<file path="src/rtl/meikyuu_pkg.sv">
// Shared maze-display constants and types.
// Holds the screen bounds, sprite size and room-grid size used by both the
// player motion block and the VGA top, plus the direction/state enums and
// the button priority helper.
package meikyuu_pkg;

    localparam int H_MIN = 97;
    localparam int H_MAX = 736;
    localparam int V_MIN = 3;
    localparam int V_MAX = 482;
    localparam int SIZE  = 16;
    localparam int MAP_W = 3;
    localparam int MAP_H = 3;

    typedef logic [9:0] pix_t;
    typedef logic [2:0] room_t;

    typedef enum logic [2:0] {
        DIR_NONE,
        DIR_UP,
        DIR_DOWN,
        DIR_LEFT,
        DIR_RIGHT
    } dir_e;

    typedef enum logic [1:0] {
        ST_IDLE,
        ST_SETTLE,
        ST_CHECK
    } state_e;

    // Up beats down beats left beats right; only one axis moves per frame.
    function automatic dir_e pick_dir(input logic up, input logic down,
                                      input logic left, input logic right);
        if (up)         return DIR_UP;
        else if (down)  return DIR_DOWN;
        else if (left)  return DIR_LEFT;
        else if (right) return DIR_RIGHT;
        else            return DIR_NONE;
    endfunction

endpackage

</file>
<file path="src/rtl/player_motion_if.sv">
// Bus between the player motion block and the VGA top level.
//   slave  : player_motion side (buttons, frame_start, collision in;
//            position, room, busy, room_changed out)
//   master : VGA top side, the mirror image.
interface player_motion_if;
    import meikyuu_pkg::*;

    logic  frame_start;
    logic  btn_up;
    logic  btn_down;
    logic  btn_left;
    logic  btn_right;
    logic  collision;
    pix_t  x_pos;
    pix_t  y_pos;
    room_t mapa_pos_x_out;
    room_t mapa_pos_y_out;
    logic  busy;
    logic  room_changed;

    modport master (
        output frame_start, btn_up, btn_down, btn_left, btn_right, collision,
        input  x_pos, y_pos, mapa_pos_x_out, mapa_pos_y_out, busy, room_changed
    );

    modport slave (
        input  frame_start, btn_up, btn_down, btn_left, btn_right, collision,
        output x_pos, y_pos, mapa_pos_x_out, mapa_pos_y_out, busy, room_changed
    );

endinterface

</file>
<file path="src/rtl/btn_debounce.sv">
// Push-button conditioner: 2-FF synchronizer followed by a stable-level
// counter. level_o follows the button only after DEBOUNCE consecutive
// synchronized samples differ from the current level.
//   clk, rst_n : clock, async active-low reset
//   btn_i      : raw asynchronous button, active-high
//   level_o    : debounced level
module btn_debounce #(
    parameter int DEBOUNCE = 250000
) (
    input  logic clk,
    input  logic rst_n,
    input  logic btn_i,
    output logic level_o
);

    localparam int CW = $clog2(DEBOUNCE + 1);

    logic          sync1_q;
    logic          sync2_q;
    logic          level_q;
    logic [CW-1:0] cnt_q;

    // NOTE: sequential state uses <= so every register samples pre-edge values;
    // with = the synchronizer would collapse into a single flop.
    always_ff @(posedge clk or negedge rst_n) begin
        if (!rst_n) begin
            sync1_q <= 1'b0;
            sync2_q <= 1'b0;
            level_q <= 1'b0;
            cnt_q   <= '0;
        end else begin
            sync1_q <= btn_i;
            sync2_q <= sync1_q;
            if (sync2_q == level_q) begin
                cnt_q <= '0;
            end else if (cnt_q == CW'(DEBOUNCE - 1)) begin
                level_q <= sync2_q;
                cnt_q   <= '0;
            end else begin
                cnt_q <= cnt_q + CW'(1);
            end
        end
    end

    assign level_o = level_q;

endmodule

</file>
<file path="src/rtl/player_motion.sv">
// Player motion: debounces the four buttons, applies at most one move per
// frame, crosses rooms of the MAP_W x MAP_H grid at the screen edges, waits
// SETTLE cycles for the display stage to report a collision for the new
// position and undoes the whole move if it does.
//   CLOCK_25 : pixel clock
//   reset    : async active-low reset
//   bus      : player_motion_if.slave (buttons, frame_start, collision in;
//              x_pos, y_pos, room column/row, busy, room_changed out)
module player_motion #(
    parameter int STEP     = 4,
    parameter int SIZE     = meikyuu_pkg::SIZE,
    parameter int H_MIN    = meikyuu_pkg::H_MIN,
    parameter int H_MAX    = meikyuu_pkg::H_MAX,
    parameter int V_MIN    = meikyuu_pkg::V_MIN,
    parameter int V_MAX    = meikyuu_pkg::V_MAX,
    parameter int START_X  = 408,
    parameter int START_Y  = 234,
    parameter int START_MX = 1,
    parameter int START_MY = 1,
    parameter int MAP_W    = meikyuu_pkg::MAP_W,
    parameter int MAP_H    = meikyuu_pkg::MAP_H,
    parameter int DEBOUNCE = 250000,
    parameter int SETTLE   = 2
) (
    input logic            CLOCK_25,
    input logic            reset,
    player_motion_if.slave bus
);

    import meikyuu_pkg::*;

    localparam int CW = $clog2(SETTLE + 2);

    // Bounds in the 11-bit comparison domain so x-STEP near 0 cannot wrap.
    localparam logic [10:0] STEP11 = 11'(STEP);
    localparam logic [10:0] X_LO   = 11'(H_MIN);
    localparam logic [10:0] X_HI   = 11'(H_MAX - SIZE + 1);
    localparam logic [10:0] Y_LO   = 11'(V_MIN);
    localparam logic [10:0] Y_HI   = 11'(V_MAX - SIZE + 1);
    localparam room_t       MX_MAX = 3'(MAP_W - 1);
    localparam room_t       MY_MAX = 3'(MAP_H - 1);

    logic   up_db, down_db, left_db, right_db;
    dir_e   dir;
    state_e state_q;
    logic [CW-1:0] cnt_q;
    pix_t   x_q, y_q, sx_q, sy_q, mv_x, mv_y;
    room_t  mx_q, my_q, smx_q, smy_q, mv_mx, mv_my;
    logic   busy_q, rc_q, move_ok;
    logic [10:0] x_ext, y_ext;

    btn_debounce #(.DEBOUNCE(DEBOUNCE)) u_deb_up (
        .clk(CLOCK_25), .rst_n(reset), .btn_i(bus.btn_up),    .level_o(up_db));
    btn_debounce #(.DEBOUNCE(DEBOUNCE)) u_deb_down (
        .clk(CLOCK_25), .rst_n(reset), .btn_i(bus.btn_down),  .level_o(down_db));
    btn_debounce #(.DEBOUNCE(DEBOUNCE)) u_deb_left (
        .clk(CLOCK_25), .rst_n(reset), .btn_i(bus.btn_left),  .level_o(left_db));
    btn_debounce #(.DEBOUNCE(DEBOUNCE)) u_deb_right (
        .clk(CLOCK_25), .rst_n(reset), .btn_i(bus.btn_right), .level_o(right_db));

    assign dir   = pick_dir(up_db, down_db, left_db, right_db);
    assign x_ext = {1'b0, x_q};
    assign y_ext = {1'b0, y_q};

    // Target of the requested move; move_ok is low when the player pushes
    // against the outer wall of the room grid.
    always_comb begin
        // NOTE: every output gets a default first so no latch is inferred.
        move_ok = 1'b0;
        mv_x    = x_q;
        mv_y    = y_q;
        mv_mx   = mx_q;
        mv_my   = my_q;
        unique case (dir)
            DIR_UP: begin
                if (y_ext >= Y_LO + STEP11) begin
                    move_ok = 1'b1;
                    mv_y    = y_q - 10'(STEP);
                end else if (my_q != '0) begin
                    move_ok = 1'b1;
                    mv_y    = 10'(Y_HI);
                    mv_my   = my_q - 3'd1;
                end
            end
            DIR_DOWN: begin
                if (y_ext + STEP11 <= Y_HI) begin
                    move_ok = 1'b1;
                    mv_y    = y_q + 10'(STEP);
                end else if (my_q < MY_MAX) begin
                    move_ok = 1'b1;
                    mv_y    = 10'(Y_LO);
                    mv_my   = my_q + 3'd1;
                end
            end
            DIR_LEFT: begin
                if (x_ext >= X_LO + STEP11) begin
                    move_ok = 1'b1;
                    mv_x    = x_q - 10'(STEP);
                end else if (mx_q != '0) begin
                    move_ok = 1'b1;
                    mv_x    = 10'(X_HI);
                    mv_mx   = mx_q - 3'd1;
                end
            end
            DIR_RIGHT: begin
                if (x_ext + STEP11 <= X_HI) begin
                    move_ok = 1'b1;
                    mv_x    = x_q + 10'(STEP);
                end else if (mx_q < MX_MAX) begin
                    move_ok = 1'b1;
                    mv_x    = 10'(X_LO);
                    mv_mx   = mx_q + 3'd1;
                end
            end
            default: move_ok = 1'b0;
        endcase
    end

    always_ff @(posedge CLOCK_25 or negedge reset) begin
        if (!reset) begin
            state_q <= ST_IDLE;
            cnt_q   <= '0;
            x_q     <= 10'(START_X);
            y_q     <= 10'(START_Y);
            mx_q    <= 3'(START_MX);
            my_q    <= 3'(START_MY);
            // NOTE: the undo registers are reset as well, so a reset mid-move
            // leaves no stale position that a later CHECK could restore.
            sx_q    <= 10'(START_X);
            sy_q    <= 10'(START_Y);
            smx_q   <= 3'(START_MX);
            smy_q   <= 3'(START_MY);
            busy_q  <= 1'b0;
            rc_q    <= 1'b0;
        end else begin
            rc_q <= 1'b0;
            unique case (state_q)
                ST_IDLE: begin
                    // frame_start in any other state is dropped, not queued.
                    if (bus.frame_start && move_ok) begin
                        sx_q    <= x_q;
                        sy_q    <= y_q;
                        smx_q   <= mx_q;
                        smy_q   <= my_q;
                        x_q     <= mv_x;
                        y_q     <= mv_y;
                        mx_q    <= mv_mx;
                        my_q    <= mv_my;
                        cnt_q   <= CW'(SETTLE);
                        busy_q  <= 1'b1;
                        state_q <= ST_SETTLE;
                    end
                end
                ST_SETTLE: begin
                    // Leave on the edge where the count reaches zero so that
                    // CHECK samples collision SETTLE+1 edges after the move.
                    if (cnt_q <= CW'(1)) state_q <= ST_CHECK;
                    if (cnt_q != '0)     cnt_q   <= cnt_q - CW'(1);
                end
                ST_CHECK: begin
                    if (bus.collision) begin
                        x_q  <= sx_q;
                        y_q  <= sy_q;
                        mx_q <= smx_q;
                        my_q <= smy_q;
                    end else if (mx_q != smx_q || my_q != smy_q) begin
                        rc_q <= 1'b1;
                    end
                    busy_q  <= 1'b0;
                    state_q <= ST_IDLE;
                end
                default: begin
                    busy_q  <= 1'b0;
                    state_q <= ST_IDLE;
                end
            endcase
        end
    end

    assign bus.x_pos          = x_q;
    assign bus.y_pos          = y_q;
    assign bus.mapa_pos_x_out = mx_q;
    assign bus.mapa_pos_y_out = my_q;
    assign bus.busy           = busy_q;
    assign bus.room_changed   = rc_q;

endmodule

</file>
<file path="src/flat_wrapper.sv">
// flat-port wrapper written by rule: the top's interface ports become plain ports
module player_motion_flat import meikyuu_pkg::*;
#(
    parameter int STEP     = 4,
    parameter int SIZE     = meikyuu_pkg::SIZE,
    parameter int H_MIN    = meikyuu_pkg::H_MIN,
    parameter int H_MAX    = meikyuu_pkg::H_MAX,
    parameter int V_MIN    = meikyuu_pkg::V_MIN,
    parameter int V_MAX    = meikyuu_pkg::V_MAX,
    parameter int START_X  = 408,
    parameter int START_Y  = 234,
    parameter int START_MX = 1,
    parameter int START_MY = 1,
    parameter int MAP_W    = meikyuu_pkg::MAP_W,
    parameter int MAP_H    = meikyuu_pkg::MAP_H,
    parameter int DEBOUNCE = 250000,
    parameter int SETTLE   = 2
)
  (CLOCK_25, reset, bus_frame_start, bus_btn_up, bus_btn_down, bus_btn_left, bus_btn_right, bus_collision, bus_x_pos, bus_y_pos, bus_mapa_pos_x_out, bus_mapa_pos_y_out, bus_busy, bus_room_changed);
  player_motion_if bus_i ();
  input logic CLOCK_25;
  input logic reset;
  input wire logic [$bits(bus_i.frame_start)-1:0] bus_frame_start;
  input wire logic [$bits(bus_i.btn_up)-1:0] bus_btn_up;
  input wire logic [$bits(bus_i.btn_down)-1:0] bus_btn_down;
  input wire logic [$bits(bus_i.btn_left)-1:0] bus_btn_left;
  input wire logic [$bits(bus_i.btn_right)-1:0] bus_btn_right;
  input wire logic [$bits(bus_i.collision)-1:0] bus_collision;
  output wire logic [$bits(bus_i.x_pos)-1:0] bus_x_pos;
  output wire logic [$bits(bus_i.y_pos)-1:0] bus_y_pos;
  output wire logic [$bits(bus_i.mapa_pos_x_out)-1:0] bus_mapa_pos_x_out;
  output wire logic [$bits(bus_i.mapa_pos_y_out)-1:0] bus_mapa_pos_y_out;
  output wire logic [$bits(bus_i.busy)-1:0] bus_busy;
  output wire logic [$bits(bus_i.room_changed)-1:0] bus_room_changed;
  assign bus_i.frame_start = bus_frame_start;
  assign bus_i.btn_up = bus_btn_up;
  assign bus_i.btn_down = bus_btn_down;
  assign bus_i.btn_left = bus_btn_left;
  assign bus_i.btn_right = bus_btn_right;
  assign bus_i.collision = bus_collision;
  assign bus_x_pos = bus_i.x_pos;
  assign bus_y_pos = bus_i.y_pos;
  assign bus_mapa_pos_x_out = bus_i.mapa_pos_x_out;
  assign bus_mapa_pos_y_out = bus_i.mapa_pos_y_out;
  assign bus_busy = bus_i.busy;
  assign bus_room_changed = bus_i.room_changed;
  player_motion #(.STEP(STEP), .SIZE(SIZE), .H_MIN(H_MIN), .H_MAX(H_MAX), .V_MIN(V_MIN), .V_MAX(V_MAX), .START_X(START_X), .START_Y(START_Y), .START_MX(START_MX), .START_MY(START_MY), .MAP_W(MAP_W), .MAP_H(MAP_H), .DEBOUNCE(DEBOUNCE), .SETTLE(SETTLE)) u_core (.CLOCK_25(CLOCK_25), .reset(reset), .bus(bus_i));
endmodule
</file>
<file path="config.mk">
export PLATFORM = sky130hd
export DESIGN_NAME = player_motion_flat
export DESIGN_NICKNAME = d
export VERILOG_FILES = /design/src/rtl/meikyuu_pkg.sv /design/src/rtl/player_motion_if.sv /design/src/rtl/btn_debounce.sv /design/src/rtl/player_motion.sv /design/src/flat_wrapper.sv
export SDC_FILE = /design/constraint.sdc
export NUM_CORES = 1
export LEC_CHECK = 0
export CAP_MARGIN = 10
export CELL_PAD_IN_SITES_DETAIL_PLACEMENT = 0
export CELL_PAD_IN_SITES_GLOBAL_PLACEMENT = 1
export CORE_ASPECT_RATIO = 1.25
export CORE_MARGIN = 2
export CORE_UTILIZATION = 30
export CTS_CLUSTER_DIAMETER = 80
export DETAILED_ROUTE_END_ITERATION = 8
export PLACE_DENSITY_LB_ADDON = 0.3
export SLEW_MARGIN = 20
export SYNTH_ARGS = -nofsm -noshare
export SYNTH_HDL_FRONTEND = slang
export SYNTH_HIERARCHICAL = 1
export SYNTH_SLANG_ARGS = --single-unit
</file>
<file path="constraint.sdc">
create_clock -name CLOCK_25 -period 9.3 [get_ports CLOCK_25]
set_input_delay 1.86 -clock CLOCK_25 [delete_from_list [all_inputs] [get_ports CLOCK_25]]
set_output_delay 1.86 -clock CLOCK_25 [all_outputs]
set_load 0.01 [all_outputs]
</file>
==> results.cfg, run 1 <==
[layout]
n_antenna_cell = 0
stdcell_area_sq_um = 9124
nets = 860
syn_to_final_growth_pct = 15.73
drive_gt1_share_pct = 11.66

[clock_network]
hold_buffers = 0
cts_made_buffers = 17
ctsRootBufferMaster = clkbuf_16
cts_setup_buffers = 0
cts_sinks = 142
clk_latency_ns = 0.43
clk_pin_slew_ns = 0.06
cts_resized = 0
cts_buffer_depth = 2
cts_tree = yes
htreeDepth = 4

[status]
status = finished, final reports clean

[detailed_routing]
firstDrtPassIters = 5
routed_wl_mm = 18.91
avgViaCountPerCell = 5.071
drtIter0Drc = 293
vias = 6030
drc = 0
postRouteAntennaNets = 0
drt-wirelength-per-cell_um = 15.90

[min_path]
min_from = u_core/u_deb_right/sync1_q$_DFF_PN0_
min_path_cells = 0
hold_class = flop to flop

[sta]
hold_violations = 0
fin_worst_skew_ns = 0.01134
fmax_mhz = 268.9
rsz0062_at_grt = false
setup_viol = 0
period_share_pct = 39.99
drv_slew = 0
relSlewSlack_pct = 27.66
tns_ns = 0
min_period_ns = 3.719
worstMarginPinSlew_ns = 1.081

[global_routing]
antenna_found_initial = 0
grt_max_degree = 83
grt-ovfl-total = 0
grt_usage_pct = 14.47
grt_pass1_wl_mm = 31.85
grt_pass1_vias = 5984

[run]
max_cap_viol_count = 0

[floorplan]
row_count = 66
dieArea_sq_um = 27600
chipWidth_um = 149.0
start_util_pct = 30.40
core_sq_um = 25930
die_h_um = 185.2
ios = 36

[synthesis]
syn_inst = 808
post-synth-top-count-cell = dfrtp_1
seq_area_frac_synth_pct = 45.42
async_flop_share_pct = 100.0
synth.avg_cell_area_sq_um = 9.757
synth_area_leaders = dfrtp_1 38%, dfstp_2 7.3%, xnor2_1 5.7%
synth_top_area_cell = dfrtp_1
netlist_area_sq_um = 7884
synthFlopType = dfrtp_1
ys_types = 70
synth_top_area_share_pct = 38.09
synth_seq_cells = 142
syn-num-nets = 831
synth-edff-count = 0
yosys-top-cells-count = 120 x dfrtp_1, 100 x nor2_1, 69 x nand2_1, 51 x xnor2_1, 40 x o21ai_0
ys_warn_count = 6

[power_and_ir_drop]
comb_power_share_pct = 4.0
power_mw = 1.416
switchingPower_mw = 0.3139
p_seq_share_pct = 45.0
p_int_mw = 1.102
ir_worst_vdd_v = 0.0001332
power_frac_clock_pct = 51.0
swShare_pct = 22.17
p_per_area_nw_per_um2 = 155.2
p_leak_nw = 3.660

[critical_path]
reg2reg_from = u_core/bus.y_pos[3]$_DFFE_PN1P_
cp.required_ns = 9.65
ff2ff_path_depth = 9
crit_type = input pin to flop
arrival_ns = 4.07
crit_start = bus_frame_start
start_kind = input pin
worstPathMaxFanout = 23
end_kind = flop

[place]
place_congestion = 0.7839
place_area_sq_um = 8511
place_hpwl_mm = 12.68
port_buffers = 35
worst paths after layout:
| check | slack (ns) | endpoint |
|---|---|---|
| max reg2reg | 5.62 | u_core/sy_q[0]$_DFFE_PN0P_ |
| max in group asynchronous | 6.50 | u_core/sx_q[9]$_DFFE_PN0P_ |
| max | 5.58 | u_core/bus.mapa_pos_x_out[0]$_DFFE_PN1P_ |
| min reg2reg | 0.35 | u_core/u_deb_right/sync2_q$_DFF_PN0_ |
| min in group asynchronous | 1.50 | u_core/u_deb_right/level_o$_DFFE_PN0P_ |
| min | 0.35 | u_core/u_deb_right/sync2_q$_DFF_PN0_ |
layout make-up:
class	count	area, sq um
Multi-Input combinational cell	610	4021
Inverter	27	101.3
Tap cell	340	425.4
Fill cell	2690	16810
Sequential cell	142	3581
Timing Repair Buffer	39	381.6
Clock buffer	21	450.4
Clock inverter	10	162.7
power groups by stage:
stage,Clock (mW),Sequential (mW),Combinational (mW)
6_report,0.722,0.637,0.0573
5_1_grt,0.772,0.638,0.0654
4_1_cts,0.745,0.637,0.0590
3_5_place_dp,0,0.648,0.0586
3_3_place_gp,0,0.648,0.0589
2_1_floorplan,0,0.645,0.0326
routing by layer:
| metal | global-route usage [%] | routed length [um] | vias up |
|---|---|---|---|
| met4 | 4.914 | 207 | 0 |
| met2 | 24.57 | 9415 | 65 |
| met1 | 18.63 | 8892 | 2968 |
| li1 | - | - | 2979 |
| met3 | 2.438 | 392 | 18 |
| met5 | 0 | 0 | - |
state kept, by name (all words and copies together) (netlist names), 2 cells and up:
register / cells
u_core/u_deb_left/cnt_q: 18
u_core/smy_q: 3
u_core/cnt_q: 2
u_core/state_q: 2
u_core/bus.mapa_pos_y_out: 3
u_core/sy_q: 10
u_core/u_deb_right/cnt_q: 18
u_core/bus.y_pos: 10
u_core/smx_q: 3
u_core/u_deb_down/cnt_q: 18
u_core/sx_q: 10
u_core/bus.mapa_pos_x_out: 3
u_core/bus.x_pos: 10
u_core/u_deb_up/cnt_q: 18
stage by stage:
step           cells  util (%)  worst slack, ns  hold WS (ns)
2_1_floorplan    808         -            5.938        0.3312
3_3_place_gp    1158     32.82            5.124        0.3357
3_5_place_dp    1158     32.82            5.132        0.3358
4_1_cts         1189     35.19            5.567        0.3498
5_1_grt         1189     35.19            5.349        0.3690
6_report        1189     35.19            5.581        0.3474
critical path: stages:
cell and delay [ns]:
clkdlybuf4s50_1 0.50, nor2b_1 0.17, nand2_1 0.07, a311o_1 0.27
a21oi_1 0.24, o31ai_4 0.25, or2_2 0.41, a211o_1 0.30
cell usage in the layout, fill, tap and decap left out, types with 13 or more instances in the layout:
cell / count
a21oi_1: 25
clkbuf_16: 17
clkdlybuf4s50_1: 34
dfrtp_1: 120
dfstp_2: 22
ha_1: 13
inv_1: 27
nand2_1: 69
nand3_1: 35
nand4_1: 22
nor2_1: 100
nor3_1: 27
nor4_1: 31
o21ai_0: 40
xnor2_1: 51
xor2_1: 27
logic make-up after synthesis:
logic type                 count (synthesis)  share of synthesized area [%]
AOI/OAI and AO/OA                        146                          13.74
xor gates and xnor gates                  78                          8.665
adders and majority gates                 15                          2.571
buffers and inverters                     56                          3.603
DFF                                      142                          45.42
muxes                                     21                          2.952
and+or+nand+nor                          350                          23.04
(Power assumes the default switching activity.)
==> run 2: changes to the inputs <==
==> constraint.sdc (replaced) <==
create_clock -name CLOCK_25 -period 3 [get_ports CLOCK_25]
set_input_delay 0.6 -clock CLOCK_25 [delete_from_list [all_inputs] [get_ports CLOCK_25]]
set_output_delay 0.6 -clock CLOCK_25 [all_outputs]
set_load 0.01 [all_outputs]
==> run 2 against run 1 <==
  * Via count rose by 4.9%
  * Clock-buffer cell count rose by 1
  * Register-to-register slack worse by 5.5 ns
  * Critical endpoint unchanged
  * Die area did not move
  * Sequential share of layout area shrank 1.9 points
  * Largest power group unchanged
  * Setup slack got worse by 5.5 ns
  * Critical path type is now flop to flop
  * Clock skew rose by 0.0012 ns
  * Sequential power rose to 3.1 times the previous value
  * Flip-flop and latch count unchanged
==> results.cfg, run 2 (synthesis gave the netlist of run 1 again) <==
[layout]
final_cell_mix = 119 x dfrtp_1, 100 x nor2_1, 69 x nand2_1, 53 x buf_4, 51 x xnor2_1
nets = 913
n_antenna_cell = 0
drive_gt1_share_pct = 17.83
syn_to_final_growth_pct = 21.62
stdcell_area_sq_um = 9588
mostFrequentLayoutCell = dfrtp_1

[min_path]
hold_class = input pin to async pin

[floorplan]
core_sq_um = 25930
ios = 36
row_count = 66
dieArea_sq_um = 27600
die_h_um = 185.2
start_util_pct = 30.40
chipWidth_um = 149.0

[sta]
hold_ws_ns = 0.1135
worstMarginPinSlew_ns = 0.6519
tns_ns = 0
min_period_ns = 2.928
drv_slew = 0
period_share_pct = 97.61
hold_violations = 0
fmax_mhz = 341.5
relSlewSlack_pct = 56.54
setup_viol = 0
fin_worst_skew_ns = 0.01253

[power_and_ir_drop]
comb_power_share_pct = 4.7
power_mw = 4.255
power_frac_clock_pct = 48.9
p_leak_nw = 3.911
swShare_pct = 23.86
switchingPower_mw = 1.015
p_int_mw = 3.240
p_seq_share_pct = 46.4
p_per_area_nw_per_um2 = 443.8
ir_worst_vdd_v = 0.0002139

[critical_path]
cp.required_ns = 3.36
start_kind = flop
end_kind = flop
ff2ff_path_depth = 11
arrival_ns = 3.28
crit_type = flop to flop
worstPathMaxFanout = 6

[clock_network]
cts_sinks = 142
cts_made_buffers = 17
htreeDepth = 4
clk_latency_ns = 0.43
cts_buffer_depth = 2
ctsRootBufferMaster = clkbuf_16
cts_tree = yes
clk_pin_slew_ns = 0.07
hold_buffers = 0

[detailed_routing]
drt-met1-wl_mm = 9.203
wl_met2_mm = 9.457
drc = 0
avgViaCountPerCell = 5.090
drtIter0Drc = 399
firstDrtPassIters = 5
routed_wl_mm = 19.55
highest_layer = met4
drt-wirelength-per-cell_um = 15.73
dr_wl_met3_um = 598
postRouteAntennaNets = 0
vias = 6327

[global_routing]
grt_pass1_vias = 6350
antenna_found_initial = 0
grt_pass1_wl_mm = 33.07
grt-ovfl-total = 0
grt_max_degree = 62
grt_usage_pct = 15.01

[place]
place_hpwl_mm = 13.78
port_buffers = 35
place_congestion = 0.8336
place_area_sq_um = 8912

[status]
status = finished, final reports clean

[run]
max_cap_viol_count = 0
## run 2: cell count changes in the layout (fill, tap and decap cells not counted), sizes merged
| cell | previous run | this run |
|---|---|---|
| inv | 28 | 30 |
| bufinv | 4 | 1 |
| clkbuf | 21 | 22 |
| clkinvlp | 2 | 4 |
| clkinv | 3 | 2 |
| buf | 5 | 58 |
## run 2: metrics by stage
| step | instances | setup slack (ns) | utilization [%] |
|---|---|---|---|
| final | 1243 | 0.07155 | 36.98 |
| after global routing | 1243 | -0.01911 | 36.98 |
| after CTS | 1239 | 0.01379 | 36.60 |
| after detailed placement | 1207 | 0.009583 | 34.37 |
| after global placement | 1207 | 0.1016 | 34.37 |
| after floorplan | 808 | 0.03121 | - |
## run 2: final cells by class
type / instances / area [sq um]
fill: 2666 / 16340
multi-input combinational: 610 / 4089
sequential: 142 / 3582
timing repair buffer: 92 / 812.0
clock buffer: 22 / 474.2
tap: 340 / 425.4
clock inverter: 10 / 103.9
inverter: 27 / 101.3
## run 2: path summary, 6_finish.rpt
kind                                                    from                                        to  slack, ns
max                          u_core/bus.x_pos[2]$_DFFE_PN0P_  u_core/bus.mapa_pos_x_out[0]$_DFFE_PN1P_       0.07
min in group CLOCK_25      u_core/u_deb_up/sync1_q$_DFF_PN0_         u_core/u_deb_up/sync2_q$_DFF_PN0_       0.35
min                                                    reset           u_core/bus.y_pos[8]$_DFFE_PN0P_       0.11
min reg2reg                u_core/u_deb_up/sync1_q$_DFF_PN0_         u_core/u_deb_up/sync2_q$_DFF_PN0_       0.35
max reg2reg                  u_core/bus.x_pos[2]$_DFFE_PN0P_  u_core/bus.mapa_pos_x_out[0]$_DFFE_PN1P_       0.07
max in group asynchronous                              reset           u_core/bus.x_pos[7]$_DFFE_PN1P_       2.05
## run 2: worst max-delay path, stage by stage, from the launching register on
cell and delay, ns:
dfrtp_2 0.45, inv_1 0.14, ha_4 0.23, nor4b_4 0.30, o21ai_1 0.11, and2_1 0.17
o311a_4 0.38, nor3_4 0.26, buf_6 0.14, o31ai_4 0.10, or2_4 0.30, a211o_1 0.29
## run 2: power groups by stage
stage               combinational, mW  sequential (mW)  clock (mW)
floorplan                       0.101             2.00           0
global placement                0.203             2.01           0
detailed placement              0.203             2.01           0
CTS                             0.204             1.97        2.15
global route                    0.229             1.98        2.23
finish                          0.202             1.97        2.08
## run 2: what timing repair did
action                     4_1_cts  5_1_grt
resized for setup                0       13
pin swaps                        1        3
setup buffers                    0        4
setup endpoints to repair        2       35
## run 2: per-layer routing
| layer | vias up | GRT usage, % |
|---|---|---|
| met3 | 20 | 2.833 |
| li1 | 3087 | - |
| met1 | 3142 | 19.98 |
| met4 | 0 | 5.105 |
| met5 | - | 0 |
| met2 | 78 | 24.50 |
